$ cat src/rtl/spi_led_ctrl.sv
// spi_led_ctrl: command sequencer behind the SPI slave.
//   Consumes decoded frames (cmd/addr/payload + valid strobe). Keeps a per-LED brightness register
//   file (0..100 %). Drives one PWM output per LED. Returns read-back brightness over valid/ready.
// Optional feature: define LED_FADE_EN to make each displayed level slew toward its target by one
//   step every FADE_DIV cycles. Left undefined, the level tracks the target immediately.
// Command and field widths normally come from params.vh. Local defaults are used if not defined.
// Ports:
//   sysclk         system clock
//   rst            asynchronous reset, active-high
//   i_frame_valid  one-cycle pulse, frame fields valid
//   i_cmd          command byte (NOP/WRITE/READ)
//   i_addr         LED index
//   i_payload      brightness in percent for WRITE
//   o_tx_data      read-back brightness, held while o_tx_valid
//   o_tx_valid     read-back valid, held until i_tx_ready
//   i_tx_ready     transmit side accepts o_tx_data
//   o_led          PWM outputs, bit i drives LED i
//   o_err          one-cycle pulse on bad command, bad address or dropped frame

`ifndef CMD_BITS
  `define CMD_BITS 8
`endif
`ifndef ADDR_BITS
  `define ADDR_BITS 8
`endif
`ifndef PAYLOAD_BITS
  `define PAYLOAD_BITS 8
`endif
`ifndef CMD_NOP
  `define CMD_NOP 8'h00
`endif
`ifndef CMD_WRITE
  `define CMD_WRITE 8'h01
`endif
`ifndef CMD_READ
  `define CMD_READ 8'h02
`endif

module spi_led_ctrl #(
  parameter int unsigned N_LEDS   = 4,
  parameter int unsigned PWM_DIV  = 1250,
  parameter int unsigned FADE_DIV = 12500
) (
  input  logic                     sysclk,
  input  logic                     rst,
  input  logic                     i_frame_valid,
  input  logic [`CMD_BITS-1:0]     i_cmd,
  input  logic [`ADDR_BITS-1:0]    i_addr,
  input  logic [`PAYLOAD_BITS-1:0] i_payload,
  output logic [`PAYLOAD_BITS-1:0] o_tx_data,
  output logic                     o_tx_valid,
  input  logic                     i_tx_ready,
  output logic [N_LEDS-1:0]        o_led,
  output logic                     o_err
);

  localparam int unsigned IdxW = (N_LEDS > 1) ? $clog2(N_LEDS) : 1;
  localparam int unsigned PdW  = $clog2((PWM_DIV > 1) ? PWM_DIV : 2);

  typedef enum logic [2:0] {StIdle, StDecode, StWrite, StRead, StResp, StErr} state_e;

  state_e r_state, w_state_next;

  logic [`CMD_BITS-1:0]     r_cmd;
  logic [`ADDR_BITS-1:0]    r_addr;
  logic [`PAYLOAD_BITS-1:0] r_payload;
  logic [`PAYLOAD_BITS-1:0] r_tx_data;
  logic                     r_tx_valid;
  logic                     r_err;
  logic [6:0]               r_target [N_LEDS];
  logic [6:0]               w_level  [N_LEDS];
  logic [PdW-1:0]           r_pwm_div;
  logic [6:0]               r_pwm_cnt;
  logic [N_LEDS-1:0]        r_led;

  logic            w_addr_bad;
  logic            w_cmd_known;
  logic            w_do_write;
  logic            w_do_read;
  logic            w_err_next;
  logic            w_accept;
  logic [IdxW-1:0] w_idx;
  logic [6:0]      w_clamped;

  assign w_idx       = r_addr[IdxW-1:0];
  assign w_addr_bad  = (32'(r_addr) >= N_LEDS);
  assign w_cmd_known = (r_cmd == `CMD_WRITE) || (r_cmd == `CMD_READ);
  assign w_clamped   = (r_payload > `PAYLOAD_BITS'(100)) ? 7'd100 : r_payload[6:0];
  assign w_accept    = r_tx_valid && i_tx_ready;

  always_comb begin
    w_state_next = r_state;
    unique case (r_state)
      StIdle:   if (i_frame_valid) w_state_next = StDecode;
      StDecode: begin
        if (r_cmd == `CMD_NOP)             w_state_next = StIdle;
        else if (!w_cmd_known || w_addr_bad) w_state_next = StErr;
        else if (r_cmd == `CMD_WRITE)      w_state_next = StWrite;
        else                               w_state_next = StRead;
      end
      StWrite:  w_state_next = StIdle;
      // Response is already valid in StRead, so a ready-high sink completes in one cycle.
      StRead,
      StResp:   w_state_next = w_accept ? StIdle : StResp;
      StErr:    w_state_next = StIdle;
      default:  w_state_next = StIdle;
    endcase
  end

  // Register-file and response actions fire on the edge leaving StDecode; this gives the two-cycle
  // frame-to-visible latency.
  assign w_do_write = (r_state == StDecode) && (w_state_next == StWrite);
  assign w_do_read  = (r_state == StDecode) && (w_state_next == StRead);
  assign w_err_next = ((r_state == StDecode) && (w_state_next == StErr)) ||
                      (i_frame_valid && (r_state != StIdle));

  always_ff @(posedge sysclk or posedge rst) begin
    if (rst) begin
      r_state    <= StIdle;
      r_cmd      <= '0;
      r_addr     <= '0;
      r_payload  <= '0;
      r_tx_data  <= '0;
      r_tx_valid <= 1'b0;
      r_err      <= 1'b0;
    end else begin
      r_state <= w_state_next;
      r_err   <= w_err_next;
      if ((r_state == StIdle) && i_frame_valid) begin
        r_cmd     <= i_cmd;
        r_addr    <= i_addr;
        r_payload <= i_payload;
      end
      if (w_do_read) begin
        r_tx_data  <= `PAYLOAD_BITS'(w_level[w_idx]);
        r_tx_valid <= 1'b1;
      end else if (w_accept) begin
        r_tx_valid <= 1'b0;
      end
    end
  end

  always_ff @(posedge sysclk or posedge rst) begin
    if (rst) begin
      for (int i = 0; i < N_LEDS; i++) r_target[i] <= '0;
    end else if (w_do_write) begin
      r_target[w_idx] <= w_clamped;
    end
  end

`ifdef LED_FADE_EN
  localparam int unsigned FdW = $clog2((FADE_DIV > 1) ? FADE_DIV : 2);

  logic [FdW-1:0] r_fade_div;
  logic [6:0]     r_level [N_LEDS];
  logic           w_fade_tick;

  assign w_fade_tick = (r_fade_div == FdW'(FADE_DIV - 1));

  always_ff @(posedge sysclk or posedge rst) begin
    if (rst) begin
      r_fade_div <= '0;
      for (int i = 0; i < N_LEDS; i++) r_level[i] <= '0;
    end else begin
      r_fade_div <= w_fade_tick ? '0 : r_fade_div + 1'b1;
      if (w_fade_tick) begin
        for (int i = 0; i < N_LEDS; i++) begin
          if (r_level[i] < r_target[i])      r_level[i] <= r_level[i] + 7'd1;
          else if (r_level[i] > r_target[i]) r_level[i] <= r_level[i] - 7'd1;
        end
      end
    end
  end

  assign w_level = r_level;
`else
  assign w_level = r_target;
`endif

  // Shared PWM step counter 0..99, one step per PWM_DIV cycles.
  always_ff @(posedge sysclk or posedge rst) begin
    if (rst) begin
      r_pwm_div <= '0;
      r_pwm_cnt <= '0;
    end else if (r_pwm_div == PdW'(PWM_DIV - 1)) begin
      r_pwm_div <= '0;
      r_pwm_cnt <= (r_pwm_cnt == 7'd99) ? 7'd0 : r_pwm_cnt + 7'd1;
    end else begin
      r_pwm_div <= r_pwm_div + 1'b1;
    end
  end

  // cnt < level: level 0 never lights, level 100 always lights since cnt tops out at 99.
  always_ff @(posedge sysclk or posedge rst) begin
    if (rst) begin
      r_led <= '0;
    end else begin
      for (int i = 0; i < N_LEDS; i++) r_led[i] <= (r_pwm_cnt < w_level[i]);
    end
  end

  assign o_tx_data  = r_tx_data;
  assign o_tx_valid = r_tx_valid;
  assign o_led      = r_led;
  assign o_err      = r_err;

endmodule

$ cat config.mk
export PLATFORM = sky130hd
export DESIGN_NAME = spi_led_ctrl
export DESIGN_NICKNAME = d
export VERILOG_FILES = /design/src/rtl/spi_led_ctrl.sv
export SDC_FILE = /design/constraint.sdc
export NUM_CORES = 1
export LEC_CHECK = 0
export ABC_CLOCK_PERIOD_IN_PS = 5700
export BUFFER_PORTS_ARGS = -buffer_cell sky130_fd_sc_hd__buf_2
export CORE_MARGIN = 2
export CORE_UTILIZATION = 64
export CTS_BUF_LIST = sky130_fd_sc_hd__clkbuf_16
export DETAILED_ROUTE_END_ITERATION = 10
export GPL_TIMING_DRIVEN = 0
export PLACE_DENSITY = 0.84
export SLEW_MARGIN = 20
export SYNTH_ARGS = -nofsm -noshare
export SYNTH_HDL_FRONTEND = slang
export SYNTH_SLANG_ARGS = --single-unit
$ cat constraint.sdc
create_clock -name sysclk -period 5.7 [get_ports sysclk]
set_clock_uncertainty 0.2 [all_clocks]
set_input_delay 0.285 -clock sysclk [delete_from_list [all_inputs] [get_ports sysclk]]
set_output_delay 0.285 -clock sysclk [all_outputs]
set_load 0.01 [all_outputs]
* Word level (Yosys, flattened, before mapping)
Cells that the tools add are included.
** Storage, ports and cells
- Output and inout bits :: 14
- Word-level logic and storage cells :: 68
- Register bits after elaboration :: 86
** Cells by class
- Mux-type cells :: 17
- Add/subtract/negate cells :: 2
- Bitwise operators :: 1
- Order comparisons :: 8
- Equal/unequal tests :: 10
- Reduce and logical (&&, ||, !) cells :: 16
** Operators with widths (number)
- $mux 7 :: 5
- $bwmux 28 :: 1
- $lt 7x7->1 :: 4
- $bmux 7 s2 :: 1
- $demux 7 s2 :: 1
- $mux 3 :: 4
- $add 11x1->11 const B :: 1
- $eq 11x11->1 const B :: 1
- $mux 11 :: 1
- $eq 3x2->1 const B :: 3
- $pmux 3 s3 :: 1
- $eq 8x1->1 const B :: 1
- $eq 8x2->1 const B :: 1
- $ge 8x3->1 const B :: 1
- $gt 8x7->1 const B :: 1
- $logic_not 8->1 :: 1
- $add 7x1->7 const B :: 1
- $eq 7x7->1 const B :: 1
- $logic_and 1x1->1 :: 7
- $eq 3x3->1 const B :: 2
- $eq 3x1->1 const B :: 1
- $ge 3x3->1 const B :: 1
- $logic_not 3->1 :: 1
- $logic_or 1x1->1 :: 3
- 7 further kinds :: 9

* Logic depth before layout (Yosys ltp)
- Word-level depth :: 10
- Mapped depth :: 7

* Worst setup path after synthesis
Ideal clock, no wire load.
- Path kind :: register to register
- Start :: register r_addr[6]
- End :: register r_target[0] (netlist name)
- Cell stages (with the launch flop) :: 5
- Slack :: 3.578 ns
- Data required time :: 5.375 ns
- Arrival :: 1.797 ns
- Path buffers :: 0
- Clock period less this slack :: 2.122 ns
- Cell sequence :: dfrtp_1 nor4_2 nand3_2 nor4_4 mux2_2
** On the way
- Cells in the longest elaborated chain, start to end :: 7
** Ends and longest elaborated chain
- start: declaration :: line 65 : logic [`ADDR_BITS-1:0] r_addr;
- start signal: assignment :: line 131 : r_addr <= i_addr;
- $ge 8x3->1 :: line 86 : assign w_addr_bad = (32'(r_addr) >= N_LEDS);
- $logic_or 1x1->1 :: line 97 : else if (!w_cmd_known || w_addr_bad) w_state_next = StErr;
- $mux 3 :: line 97
- $mux 3 :: line 96 : if (r_cmd == `CMD_NOP) w_state_next = StIdle;
- $pmux 3 s3 :: line 93 : unique case (r_state)
- $eq 3x2->1 :: line 112 : assign w_do_write = (r_state == StDecode) && (w_state_next == StWrite);
- $logic_and 1x1->1 :: line 112
- end signal: indexed assignment :: line 147 : r_target[w_idx] <= w_clamped;
- end: declaration :: line 70 : logic [6:0] r_target [N_LEDS];
Every way passes these cells.
A chain may end at the register's enable or synchronous reset.

* Final worst setup path
- Start :: register r_cmd[2]
- End :: register r_target[12] (netlist name)
** On the way
- Cells in the longest elaborated chain, start to end :: 9
- Elaborated cells on any way between the ends :: 12
- Classes of those cells :: 3 x eq/ne; 4 x mux; 5 x reduce/logical
** Ends and longest elaborated chain
- start: declaration :: line 64 : logic [`CMD_BITS-1:0] r_cmd;
- start signal: assignment :: line 130 : r_cmd <= i_cmd;
- $eq 8x1->1 (no source line) / $eq 8x2->1 (equally long branches)
- $logic_or 1x1->1 :: line 87 : assign w_cmd_known = (r_cmd == `CMD_WRITE) || (r_cmd == `CMD_READ);
- $logic_not 1->1 :: line 97
- $logic_or 1x1->1 :: line 97
- $mux 3 :: line 97
- $mux 3 * :: line 96
- $pmux 3 s3 * :: line 93
- $eq 3x2->1 * :: line 112
- $logic_and 1x1->1 * :: line 112
Mark *: on every way between the ends. The rest lies on a longest branch, timed or not.

==> results by stage <==
Critical path:
- The setup path with the least slack is of type reg -> reg.
- The largest incremental delay on the critical path is just under 0.7 ns.
- The data required time at the worst endpoint is 5.73 ns.
- For the worst setup path, the data arrival time is 2.70 ns.
- The critical path goes through nor4_1 -> nand2_2 -> nor4_4 -> mux2_2.
- STA classifies the critical path startpoint as a register.
- The critical path's slowest cell is nor4_4.
- The endpoint type of the worst setup path is a register.
- The largest driver fanout on the critical path is 7.

Synth:
- The synthesized area per cell is 12.26 µm².
- Counting every net in the synthesized netlist gives 414.
- The fraction of registers with async set or reset after synthesis is 100.0%.
- The share of the Yosys chip area taken by registers is 48.91%.
- The combined area of all synthesized cells is 0.004400 mm².
- The count of unique library cells instantiated by Yosys is 45.
- The number of flops mapped to enable cells by yosys is 0.
- The count of mapped cells out of synthesis is 359.
- Counting flops and latches in the post-synthesis netlist gives 86.
- The synthesized design spends more area on one cell type than any other, namely dfrtp_1.
- The synthesized design devotes to its leading area cell type 48.91% of total area.
- The count of synthesis-stage warnings from yosys is 0.
- The most used standard cell by instance count after synthesis is dfrtp_1.
- The commonest register cell after synthesis is dfrtp_1.
- Sorting the synthesized cells by how often they occur yields dfrtp_1 (86), mux2_2 (57), inv_1 (29), ha_1 (27), nand2_1 (20).
- By area the synthesized netlist is led by dfrtp_1 (49%), mux2_2 (15%), ha_1 (7.7%), mux4_2 (3.6%), inv_1 (2.5%).

Clocking:
- Clock tree synthesis selected as its root buffer the cell clkbuf_16.
- In this run, post-CTS repair resized a total of 0 instances.
- TritonCTS built the clock tree.
- The number of H-tree branching levels is 3.
- The number of buffers between clock root and the deepest sink is 2.
- Clock latency on the worst-skew pair, taken at its later pin, is 0.34 ns.
- The register clock-pin slew on the reported worst setup and hold paths is 0.06 ns.
- The number of buffers inserted during clock tree synthesis is 9.
- The clock net in this run drives a total of 86 sinks.

STA:
- The transition at the pin with the smallest max-transition slack is a little under 0.7 ns.
- The final max-slew violation count is 0.
- The maximum operating frequency is 374.4 MHz.
- The worst pin sits at a relative slew slack of between 50% and 60%.
- The post-layout minimum cycle time is 2.671 ns.
- The worst-case setup margin in the final layout is about 3.0 ns.
- The hold violation count in the final report is 0.
- The worst path uses 46.86% of the clock period.
- Setup repair after global routing left no endpoint under its margin.
- Final hold analysis gives a worst-case slack of 0.02174 ns.
- Setup total negative slack on the finished layout was measured at 0 ns.
- Setup violations remaining at the end of the flow were counted as 0.

Floorplanning:
- In this run the count of I/O pins placed on the die edge is 42.
- The die is 86.92 µm tall.
- The chip width is 86.92 µm.
- The floorplan step defined a die boundary enclosing 0.007555 mm².
- The number of standard-cell rows in the floorplan is 30.
- Once the floorplan was initialized, standard cells occupied between 60% and 70% of the core.
- The placeable core region is 0.006719 mm².

Drt:
- The final wirelength is 8923 µm.
- In the routed design, unresolved DRC markers number 0.
- The via-per-instance ratio is between 5 and 6.
- The detailed-router iteration count before antenna repair is 4.
- The final antenna-violating net count is 0.
- The average wire per cell in the routed design is 17.09 µm.
- The via count is 3031.
- The violation count after the first detailed-routing iteration is 171.

Layout:
- The number of antenna diodes in the final layout is 0.
- The core occupancy in the finished layout is 78.96%.
- The relative area change from synthesis to final layout is 20.56%.
- The net count of the finished layout is 492.
- The share of cells above drive strength 1 is 31.00%.

Power:
- The overall power consumption is 1.821 mW.
- Power spread over the standard cell area amounts to around 340 mW/mm².
- The worst-case vdd ir drop is 255.8 µV.
- The total leakage power is 2.499 nW.

Place:
- At the placement stage, the worst setup path has a slack of 3.091 ns.
- Routability-driven placement finished with a final weighted congestion of 0.8127.
- The count of buffers added on input and output ports is 40.
- The HPWL reported at the end of detailed placement is 5844 µm.

Flow run:
- Max-cap violations in this run came to 0.

GRT:
- The overall overflow remaining after global route is 0.
- The maximum number of pins on one net before global-route repair is 49.
- The total global routing track utilization is 26.88%.
- The global-route wire length before repair is 15280 µm.
- The number of antenna violations at the first check in global routing is 0.
- The via count of the first global-routing pass is 3234.

Outcome:
- The flow ran to the end, and the final reports show no timing, DRC or antenna violations.

Hold path:
- In this run the worst hold path is classified as in -> reg.
state kept, by name, indices dropped and copies added, names as in the netlist:
| signal | count |
|---|---|
| r_target | 28 |
| o_err | 1 |
| r_payload | 8 |
| o_tx_valid | 1 |
| r_pwm_div | 11 |
| o_led | 4 |
| r_state | 3 |
| r_addr | 8 |
| r_pwm_cnt | 7 |
| r_cmd | 8 |
| o_tx_data | 7 |
worst max-delay path, delay by kind of cell, from the launching register on:
family	cells	cell delay, ns
AND/OR/NAND/NOR	3	1.56
multiplexers	1	0.41
flip-flops	1	0.38
cell type report:
cell class / count / area (µm²)
fillers: 406 / 1414
clock inverters: 7 / 88.84
inverters: 29 / 111.4
well taps: 80 / 100.1
clock buffers: 9 / 225.2
flip-flops and latches: 86 / 2152
multi-input cells: 237 / 2100
plain buffers: 7 / 40.04
repair buffers: 67 / 488.0
placed cells by master (no fill, tap or decap), drive strengths merged, types with 7 or more instances in the layout:
cell type    Yosys  layout
a21oi            8       8
mux4             7       7
inv             29      29
a31oi            9       9
a21o             8       8
nor2            13      13
nand2           21      21
dfrtp           86      86
buf              4      45
ha              27      27
nor4             8       8
mux2            59      59
o21ai           10      10
nand3           11      11
clkbuf           3      12
dlygate4sd3      0      26
through the flow:
step | area, µm² | cells
floorplan | 4400 | 359
detailed placement | 4731 | 480
CTS | 5305 | 522
finish | 5305 | 522
global route | 5305 | 522
global placement | 4701 | 479
power by group:
part / switching [mW] / internal (mW)
combinational: 0.208 / 0.201
clock: 0.235 / 0.380
sequential: 0.0867 / 0.710
path summary, 6_finish.rpt:
check,startpoint,to,slack (ns),depth (start not counted)
min,i_frame_valid,o_err,0.02,3
min reg2reg,o_tx_data[3],o_tx_data[3],0.30,1
max reg2reg,r_cmd[2],r_target[12],3.03,4
min in group asynchronous,rst,r_pwm_div[3],0.33,3
max in group asynchronous,rst,o_tx_valid,4.38,4
max,r_cmd[2],r_target[12],3.03,4
per-layer routing:
layer / up-vias / wire length (µm) / global-route usage, %
li1: 1446 / - / -
met1: 1512 / 3829 / 32.87
met2: 57 / 4614 / 46.56
met3: 16 / 288 / 5.213
met4: 0 / 192 / 11.22
met5: - / 0 / 0
repair_timing:
item                      in CTS  in global routing
hold endpoints to repair      63                  0
setup buffers                  0                  0
hold buffers                  26                  0
logic make-up after synthesis:
family	after synthesis	synth area share [%]
other cells	1	0.08522
flops	86	48.91
fa+ha+maj	27	7.677
simple gates	91	13.39
buf+inv	36	3.384
mux	66	18.68
xor+xnor	9	1.791
compound gates	43	6.084
(Power assumes the default switching activity.)
